File: src/rtl/frame_sched_pkg.sv
// Shared types and sizing helpers for the per-frame access scheduler.
package frame_sched_pkg;

  typedef enum logic [1:0] {
    ST_IDLE = 2'd0,
    ST_CAP  = 2'd1,
    ST_WR   = 2'd2
  } state_e;

  localparam int MODE_FIXED = 0;
  localparam int MODE_RR    = 1;

  // Bits needed to hold a frame counter running 0..period-1.
  function automatic int cnt_width(input int period);
    return (period > 2) ? $clog2(period) : 1;
  endfunction

  // Bits needed to index one of n channels.
  function automatic int id_width(input int n);
    return (n > 2) ? $clog2(n) : 1;
  endfunction

endpackage

File: src/rtl/sched_arbiter.sv
// Combinational single-winner arbiter: fixed lowest-index priority or
// round-robin starting just after the previous winner.
module sched_arbiter
  import frame_sched_pkg::*;
#(
  parameter int NCH  = 3,
  parameter int MODE = MODE_FIXED,
  parameter int IW   = 2
) (
  input  logic [NCH-1:0] req_vec,
  input  logic [IW-1:0]  last,
  output logic           valid,
  output logic [IW-1:0]  winner
);

  logic found;
  int   idx;

  // Scan the request vector in the order dictated by MODE; first hit wins.
  always_comb begin
    valid  = |req_vec;
    winner = '0;
    found  = 1'b0;
    idx    = 0;
    if (MODE == MODE_RR) begin
      for (int k = 1; k <= NCH; k++) begin
        idx = (int'(last) + k) % NCH;
        if (!found && req_vec[idx]) begin
          found  = 1'b1;
          winner = IW'(idx);
        end
      end
    end else begin
      for (int i = 0; i < NCH; i++) begin
        if (!found && req_vec[i]) begin
          found  = 1'b1;
          winner = IW'(i);
        end
      end
    end
  end

endmodule

File: src/rtl/frame_access_scheduler.sv
// Per-frame access sequencer: constant-length frame counter, read-refresh
// window at frame start, one arbitrated capture+write grant per frame.
module frame_access_scheduler
  import frame_sched_pkg::*;
#(
  parameter int NCH      = 3,
  parameter int PERIOD   = 396,
  parameter int READ_LEN = 3,
  parameter int SLOT     = 288,
  parameter int WR_LEN   = 4,
  parameter int MODE     = MODE_FIXED
) (
  input  logic                      clock,
  input  logic                      reset,
  input  logic [NCH-1:0]            req,
  output logic                      frame_start,
  output logic                      read_en,
  output logic [NCH-1:0]            cap_en,
  output logic [NCH-1:0]            wr_en,
  output logic [id_width(NCH)-1:0]  grant_id,
  output logic                      busy
);

  localparam int CW = cnt_width(PERIOD);
  localparam int IW = id_width(NCH);

  localparam logic [CW-1:0] CNT_LAST   = CW'(PERIOD - 1);
  localparam logic [CW-1:0] CNT_SLOT   = CW'(SLOT);
  localparam logic [CW-1:0] CNT_WR_END = CW'(SLOT + 1 + WR_LEN);
  localparam logic [CW-1:0] CNT_READ   = CW'(READ_LEN);

  logic [CW-1:0]  cnt_q, cnt_d;
  state_e         state_q, state_d;
  logic [NCH-1:0] pend_q, pend_d;
  logic [IW-1:0]  last_q, last_d;
  logic [IW-1:0]  grant_q, grant_d;
  logic           frame_start_q, frame_start_d;
  logic           read_en_q, read_en_d;
  logic [NCH-1:0] cap_en_q, cap_en_d;
  logic [NCH-1:0] wr_en_q, wr_en_d;
  logic           busy_q, busy_d;

  logic [NCH-1:0] arb_req;
  logic           arb_valid;
  logic [IW-1:0]  arb_winner;
  logic [NCH-1:0] gnt_oh;

  // Latched requests plus live ones, so a request on the slot cycle itself still counts.
  assign arb_req = pend_q | req;

  sched_arbiter #(
    .NCH  (NCH),
    .MODE (MODE),
    .IW   (IW)
  ) u_arb (
    .req_vec (arb_req),
    .last    (last_q),
    .valid   (arb_valid),
    .winner  (arb_winner)
  );

  // Next-state logic: counter wrap, grant FSM, pending latch and output decode.
  always_comb begin
    cnt_d   = (cnt_q == CNT_LAST) ? '0 : cnt_q + CW'(1);
    state_d = state_q;
    grant_d = grant_q;
    last_d  = last_q;

    case (state_q)
      ST_IDLE: begin
        if (cnt_q == CNT_SLOT && arb_valid) begin
          state_d = ST_CAP;
          grant_d = arb_winner;
          last_d  = arb_winner;
        end
      end
      ST_CAP:  state_d = ST_WR;
      ST_WR:   if (cnt_q == CNT_WR_END) state_d = ST_IDLE;
      default: state_d = ST_IDLE;
    endcase

    // Clear beats set: a request arriving on the capture cycle must be re-asserted.
    pend_d = (pend_q | req) & ~cap_en_q;

    for (int i = 0; i < NCH; i++) begin
      gnt_oh[i] = (grant_d == IW'(i));
    end

    // Outputs are decoded from next state so they line up with the counter value.
    frame_start_d = (cnt_d == '0);
    read_en_d     = (cnt_d < CNT_READ);
    cap_en_d      = (state_d == ST_CAP) ? gnt_oh : '0;
    wr_en_d       = (state_d == ST_WR)  ? gnt_oh : '0;
    busy_d        = (state_d != ST_IDLE);
  end

  // All state and registered outputs; reset parks the counter one before frame start.
  always_ff @(posedge clock or negedge reset) begin
    if (!reset) begin
      cnt_q         <= CNT_LAST;
      state_q       <= ST_IDLE;
      pend_q        <= '0;
      last_q        <= IW'(NCH - 1);
      grant_q       <= '0;
      frame_start_q <= 1'b0;
      read_en_q     <= 1'b0;
      cap_en_q      <= '0;
      wr_en_q       <= '0;
      busy_q        <= 1'b0;
    end else begin
      cnt_q         <= cnt_d;
      state_q       <= state_d;
      pend_q        <= pend_d;
      last_q        <= last_d;
      grant_q       <= grant_d;
      frame_start_q <= frame_start_d;
      read_en_q     <= read_en_d;
      cap_en_q      <= cap_en_d;
      wr_en_q       <= wr_en_d;
      busy_q        <= busy_d;
    end
  end

  assign frame_start = frame_start_q;
  assign read_en     = read_en_q;
  assign cap_en      = cap_en_q;
  assign wr_en       = wr_en_q;
  assign grant_id    = grant_q;
  assign busy        = busy_q;

endmodule

File: config.mk
export PLATFORM = sky130hd
export DESIGN_NAME = frame_access_scheduler
export DESIGN_NICKNAME = d
export VERILOG_FILES = /design/src/rtl/frame_sched_pkg.sv /design/src/rtl/sched_arbiter.sv /design/src/rtl/frame_access_scheduler.sv
export SDC_FILE = /design/constraint.sdc
export NUM_CORES = 1
export LEC_CHECK = 0
export CORE_MARGIN = 4
export CORE_UTILIZATION = 45
export CTS_CLUSTER_DIAMETER = 150
export DETAILED_ROUTE_END_ITERATION = 8
export DONT_BUFFER_PORTS = 1
export GPL_TIMING_DRIVEN = 0
export MAX_ROUTING_LAYER = met4
export PLACE_DENSITY_LB_ADDON = 0.3
export SYNTH_ARGS = -nofsm -noshare
export SYNTH_HDL_FRONTEND = slang
export SYNTH_SLANG_ARGS = --single-unit
File: constraint.sdc
create_clock -name clock -period 3.5 [get_ports clock]
set_input_delay 0.7 -clock clock [delete_from_list [all_inputs] [get_ports clock]]
set_output_delay 0.7 -clock clock [all_outputs]
set_load 0.01 [all_outputs]
[Word level (Yosys, flattened, before mapping)]
Index checks and enable logic that the tools add are counted.
Cells by class
  $add $sub $neg: 1
  eq/ne operators: 9
  reduce and logical (&&, ||, !) cells: 10
  bitwise logic cells: 3
  order comparisons: 1
  muxes and demuxes: 12
Operators with widths (count)
  == test 9 bit (second input constant): 3
  2-to-1 mux 2 bit: 5
  adder 9 x 1 -> 9 bit (second input constant): 1
  logical NOT 9 bit: 1
  less-than comparator 9 x 2 -> 1 bit (second input constant): 1
  2-to-1 mux 9 bit: 1
  == test 2 x 1 -> 1 bit (second input constant): 3
  == test 2 bit (second input constant): 3
  2-to-1 mux 3 bit: 2
  one-hot mux 2 bit (3 select lines): 1
  logical NOT 2 bit: 2
  bitwise AND 3 bit: 1
  logical AND 1 bit: 3
  2-to-1 mux 1 bit: 3
  inverter 3 bit: 1
  OR 3 bit: 1
  OR reduction 3 bit: 1
  logical NOT 1 bit: 2
  nonzero test 2 bit: 1
Word-level totals
  word-level logic and storage cells: 45
  output and inout port bits: 11
  bits in registers: 25
  bits of input ports: 5

[Longest topological paths before layout]
  word-level depth: 12
  depth in mapped cells: 8
  mapped depth without buffers: 7

[Modules after synthesis]
From an unflattened synthesis, not the netlist that was laid out.
Second synthesis, totals
  cell total of the unflattened synthesis: 129
  area total of the unflattened synthesis: 1341.3 um2
By module, submodules not included
  frame_access_scheduler: cells each 126, area an instance 1321.3 um2, times used 1, seq. area each 683.2 um2
  sched_arbiter: cells each 3, area an instance 20.0 um2, times used 1, seq. area each 0.0 um2

[Worst setup path after synthesis]
Ideal clock, no wire load.
  path kind: register -> register
  start: register cnt_q[8]
  end: register wr_en_q[2], in the netlist wr_en[2]
  required time: 3.364 ns
  arrival: 1.932 ns
  setup time: 0.136 ns
  slack: 1.432 ns
  cell stages (with the launch flop): 6
  period minus slack after synthesis: 2.068 ns
  path through: dfstp_2 or3b_1 or4b_1 buf_2 o22a_2 nor3b_1
On the way
  cells in the longest elaborated chain, start to end: 6
RTL lines
  start: declaration: line frame_access_scheduler.sv:32  | logic [CW-1:0] cnt_q, cnt_d;
  start signal: assignment: line frame_access_scheduler.sv:111  | cnt_q <= cnt_d;
  == test 9 bit: line frame_access_scheduler.sv:71  | if (cnt_q == CNT_SLOT && arb_valid) begin
  logical AND 1 bit: line frame_access_scheduler.sv:71
  2-to-1 mux 2 bit: line frame_access_scheduler.sv:71
  2-to-1 mux 2 bit: line frame_access_scheduler.sv:69  | case (state_q)
  named net grant_d[1]: line frame_access_scheduler.sv:36  | logic [IW-1:0] grant_q, grant_d;
  == test 2 bit: line frame_access_scheduler.sv:86  | gnt_oh[i] = (grant_d == IW'(i));
  2-to-1 mux 3 bit: line frame_access_scheduler.sv:93  | wr_en_d = (state_d == ST_WR) ? gnt_oh : '0;
  named net wr_en_d[2]: line frame_access_scheduler.sv:40  | logic [NCH-1:0] wr_en_q, wr_en_d;
  end signal: assignment: line frame_access_scheduler.sv:119  | wr_en_q <= wr_en_d;
  end: declaration: line frame_access_scheduler.sv:40
The timed path passes the listed nets, and every way through them passes these cells.

[Worst setup path in the final report]
  start: register cnt_q[8]
  end: register wr_en_q[1], in the netlist wr_en[1]
On the way
  cells in the longest elaborated chain, start to end: 6
RTL lines (line)
  == test 9 bit: frame_access_scheduler.sv:71
  logical AND 1 bit: frame_access_scheduler.sv:71
  2-to-1 mux 2 bit: frame_access_scheduler.sv:71
  one-hot mux 2 bit (3 select lines) / 2-to-1 mux 2 bit (equally long branches): frame_access_scheduler.sv:69
  == test 2 bit / == test 2 x 1 -> 1 bit (equally long branches): frame_access_scheduler.sv:93, frame_access_scheduler.sv:86
  2-to-1 mux 3 bit (*): frame_access_scheduler.sv:93
  named net wr_en_d[1]: frame_access_scheduler.sv:40
Mark *: on every way through the listed nets, which the timed path passes. The rest lies on a longest branch.

==> summary.md <==
| Metric | Value |
|---|---|
| Status | completed |
| Flop pwr share | 0.688 |
| Post-synth top flop | dfrtp_1 |
| Core Region | around 2300 um2 |
| Largest net degree at the start of global routing | 26 |
| Final Slew Violations | 0 |
| CP startpoint kind | flip-flop |
| Worst flop-to-flop path startpoint | cnt_q[8]$_DFF_PN1_ |
| Final net count | 120 |
| CP max stage delay | around 560 ps |
| Clk_skew | ~2.0 ps |
| Worst EP arrival | 2480 ps |
| Global-route wire length before repair | between 3 and 4 mm |
| Initial core utilization | 0.493 |
| GP Congestion | 0.891 |
| Total chip power | about 430 uW |
| HP Class | in -> async |
| EDFF count, synth | 0 |
| Antenna viol nets, final | 0 |
| Finished Core Util | 0.520 |
| Synth async-reset ratio | 1.00 |
| R2R Setup Slk | approximately 1300 ps |
| Post-CTS Resized | 0 |
| FMAX | around 450 MHz |
| Worst Path Required | between 3000 and 4000 ps |
| Post-Syn Area per Cell | about 11 um2 |
| Switching share of power | 0.216 |
| Vias | roughly 770 |
| Die Ht | just under 60 um |
| Syn Std Cell Area | 1130 um2 |
| Worst r2r path cells | 6 |
| Die Width | slightly below 60 um |
| CP max stage cell | dfstp_2 |
| RSZ-0062 raised after global routing | false |
| Max Root-Sink Buffers | 2 |
| Sequential fraction of the synthesis area | 0.558 |
| # H-tree levels | 1 |
| DRT Pass-1 Iters | 4 |
| CP Cell Sequence | or3b_1 > or4b_1 > buf_2 > nor4_4 > a21oi_2 > nor3_2 |
| Clock Latency Late Sink | 320 ps |
| Clock network power share | 0.299 |
| Synth warnings | 0 |
| Share of layout cells above drive strength 1 | 0.135 |
| Peak VDD IR | 0.000199 V |
| Crit path max-delay family | simple AND/OR/NAND/NOR gates |
| Syn nets | around 120 |
| CTS tree | done |
| IO Port Bufs | 0 |
| Crit path from | cnt_q[8]$_DFF_PN1_ |
| Pint | approximately 340 uW |
| Crit Path Class | reg -> reg |
| Via/cell ratio | between 5 and 6 |
| Overflow after GRT | 0 |
| Fillers | 200 |
| Initial antenna violation count | 0 |
| Max-Slew Margin vs Limit | 0.421 |
| Root Driver | clkbuf_4 |
| Final WL | 1.88 mm |
| Final hold vios | 0 |
| Site Rows | 17 |
| Buf/Inv on CP | 1 |
| Clock Pin Slew Worst Setup and Hold Paths | roughly 130 ps |
| Synth Instances | ~110 |
| I/O Pins | 16 |
| Hold_buf cts | 0 |
| Critical path capture point type | flip-flop |
| Worst-Margin Slew | between 800 and 900 ps |
| Setup-failing EPs final | 0 |
| DIE AREA | 3380 um2 |
| Area delta synth->final | 5.53% |
| Post-DP HPWL | between 1 and 1.5 mm |
| CTS sink count | 25 |
| Commonest non-fill, non-tap cell in the layout | dfrtp_1 |
| Vias in the first global route | 696 |
| Setup TNS Final | 0 ps |
| Post-placement cell count | 135 |
| Net Sw Power | 93.5 uW |
| Worst R2R End | wr_en[1]$_DFF_PN0_ |
| Antenna cells | 0 |
| Total GRT Usage | 0.128 |
| Final worst path period share | 0.634 |
| Most frequent cells in the layout | dfrtp_1 (20), nor2_1 (19), inv_1 (7) |
| Iteration-0 DRC Markers | 23 |
| Power density cells | 362 nW/um2 |
| Combinational share of power | 0.012 |
| Leakage power | around 0.52 nW |
| DR DRC count | 0 |
| #FFs+latches synth | 25 |
| Max cap viols | 0 |
| Unique masters post-synth | 32 |
| Crit path time final | between 2000 and 2500 ps |
| Num CTS Buffers | 3 |
| # Post-CTS Setup Buffers | 0 |
| WL per Instance | about 14 um |
| Finished Layout Cells | approximately 140 |
| Critical Path Fanout Max | 6 |
[per-stage QoR]
stage	cell area, um2	setup slack [ps]	hold slack, ps
2_1_floorplan	1130	1430	404
3_3_place_gp	1170	1320	405
3_5_place_dp	1170	1300	405
4_1_cts	1190	1270	34.5
5_1_grt	1190	1100	20.0
6_report	1190	1280	47.7
[cell usage after synthesis, types with 2 or more instances]
master / instances / area share
nand3_1: 4 / 0.018
ha_1: 3 / 0.033
nor4_1: 2 / 0.011
nand2_1: 2 / 0.0066
xor2_1: 4 / 0.031
a21oi_1: 6 / 0.027
clkbuf_1: 2 / 0.0066
xnor2_1: 4 / 0.031
nor2_1: 19 / 0.063
nor3_1: 5 / 0.022
nand2b_1: 2 / 0.011
inv_1: 7 / 0.023
and3_1: 3 / 0.017
dfstp_2: 5 / 0.12
or3b_1: 2 / 0.015
a31oi_1: 2 / 0.011
dfrtp_1: 20 / 0.44
[logic make-up after synthesis]
logic type | Yosys count | share of synthesized area
xor+xnor | 8 | 0.0619
fa+ha+maj | 3 | 0.0332
flops | 25 | 0.558
buf+inv | 11 | 0.0409
simple gates | 46 | 0.225
compound gates | 14 | 0.0807
[flip-flops by register name (all words and copies together) (netlist names), 2 cells and up]
register  flops
cap_en        3
cnt_q         9
grant_id      2
pend_q        3
state_q       2
wr_en         3
[power groups by stage]
stage	clock (mW)	combinational, mW	sequential, mW
floorplan	0	0.00451	0.302
global placement	0	0.00514	0.303
detailed placement	0	0.00540	0.303
CTS	0.136	0.00541	0.298
global route	0.144	0.00598	0.298
finish	0.129	0.00538	0.297
[worst reg2reg max path, delay by kind of cell, from the launching register on]
kind | cells | cell delay, ps
AO/OA/AOI/OAI | 1 | 70
buffers and inverters | 1 | 170
flip-flops | 1 | 560
AND/OR/NAND/NOR | 4 | 1340
[worst max-delay path by stage]
stage	end	slack, ps	depth (start not counted)
6_report	wr_en[1]$_DFF_PN0_	1280	6
3_3_place_gp	wr_en[1]$_DFF_PN0_	1320	6
5_1_grt	frame_start$_DFF_PN0_	1100	5
4_1_cts	wr_en[1]$_DFF_PN0_	1270	6
3_5_place_dp	wr_en[1]$_DFF_PN0_	1300	6
2_1_floorplan	wr_en[2]$_DFF_PN0_	1430	5
[layer usage]
layer	vias to the layer above	global-route usage	part of all wire
li1	371	-	-
met1	373	0.151	0.43
met2	24	0.194	0.47
met3	5	0.0312	0.065
met4	0	0.0795	0.028
met5	-	-	0
[cell type report]
type	instances	area, um2	share of cell area
buffer	4	20.0	0.0168
clock buffer	3	22.5	0.0188
inverter	7	26.3	0.0220
sequential	25	632	0.529
tap	28	35.0	0.0293
clock inverter	1	5.00	0.00419
multi-input combinational	71	454	0.380
Power figures use the tool's default switching activity.
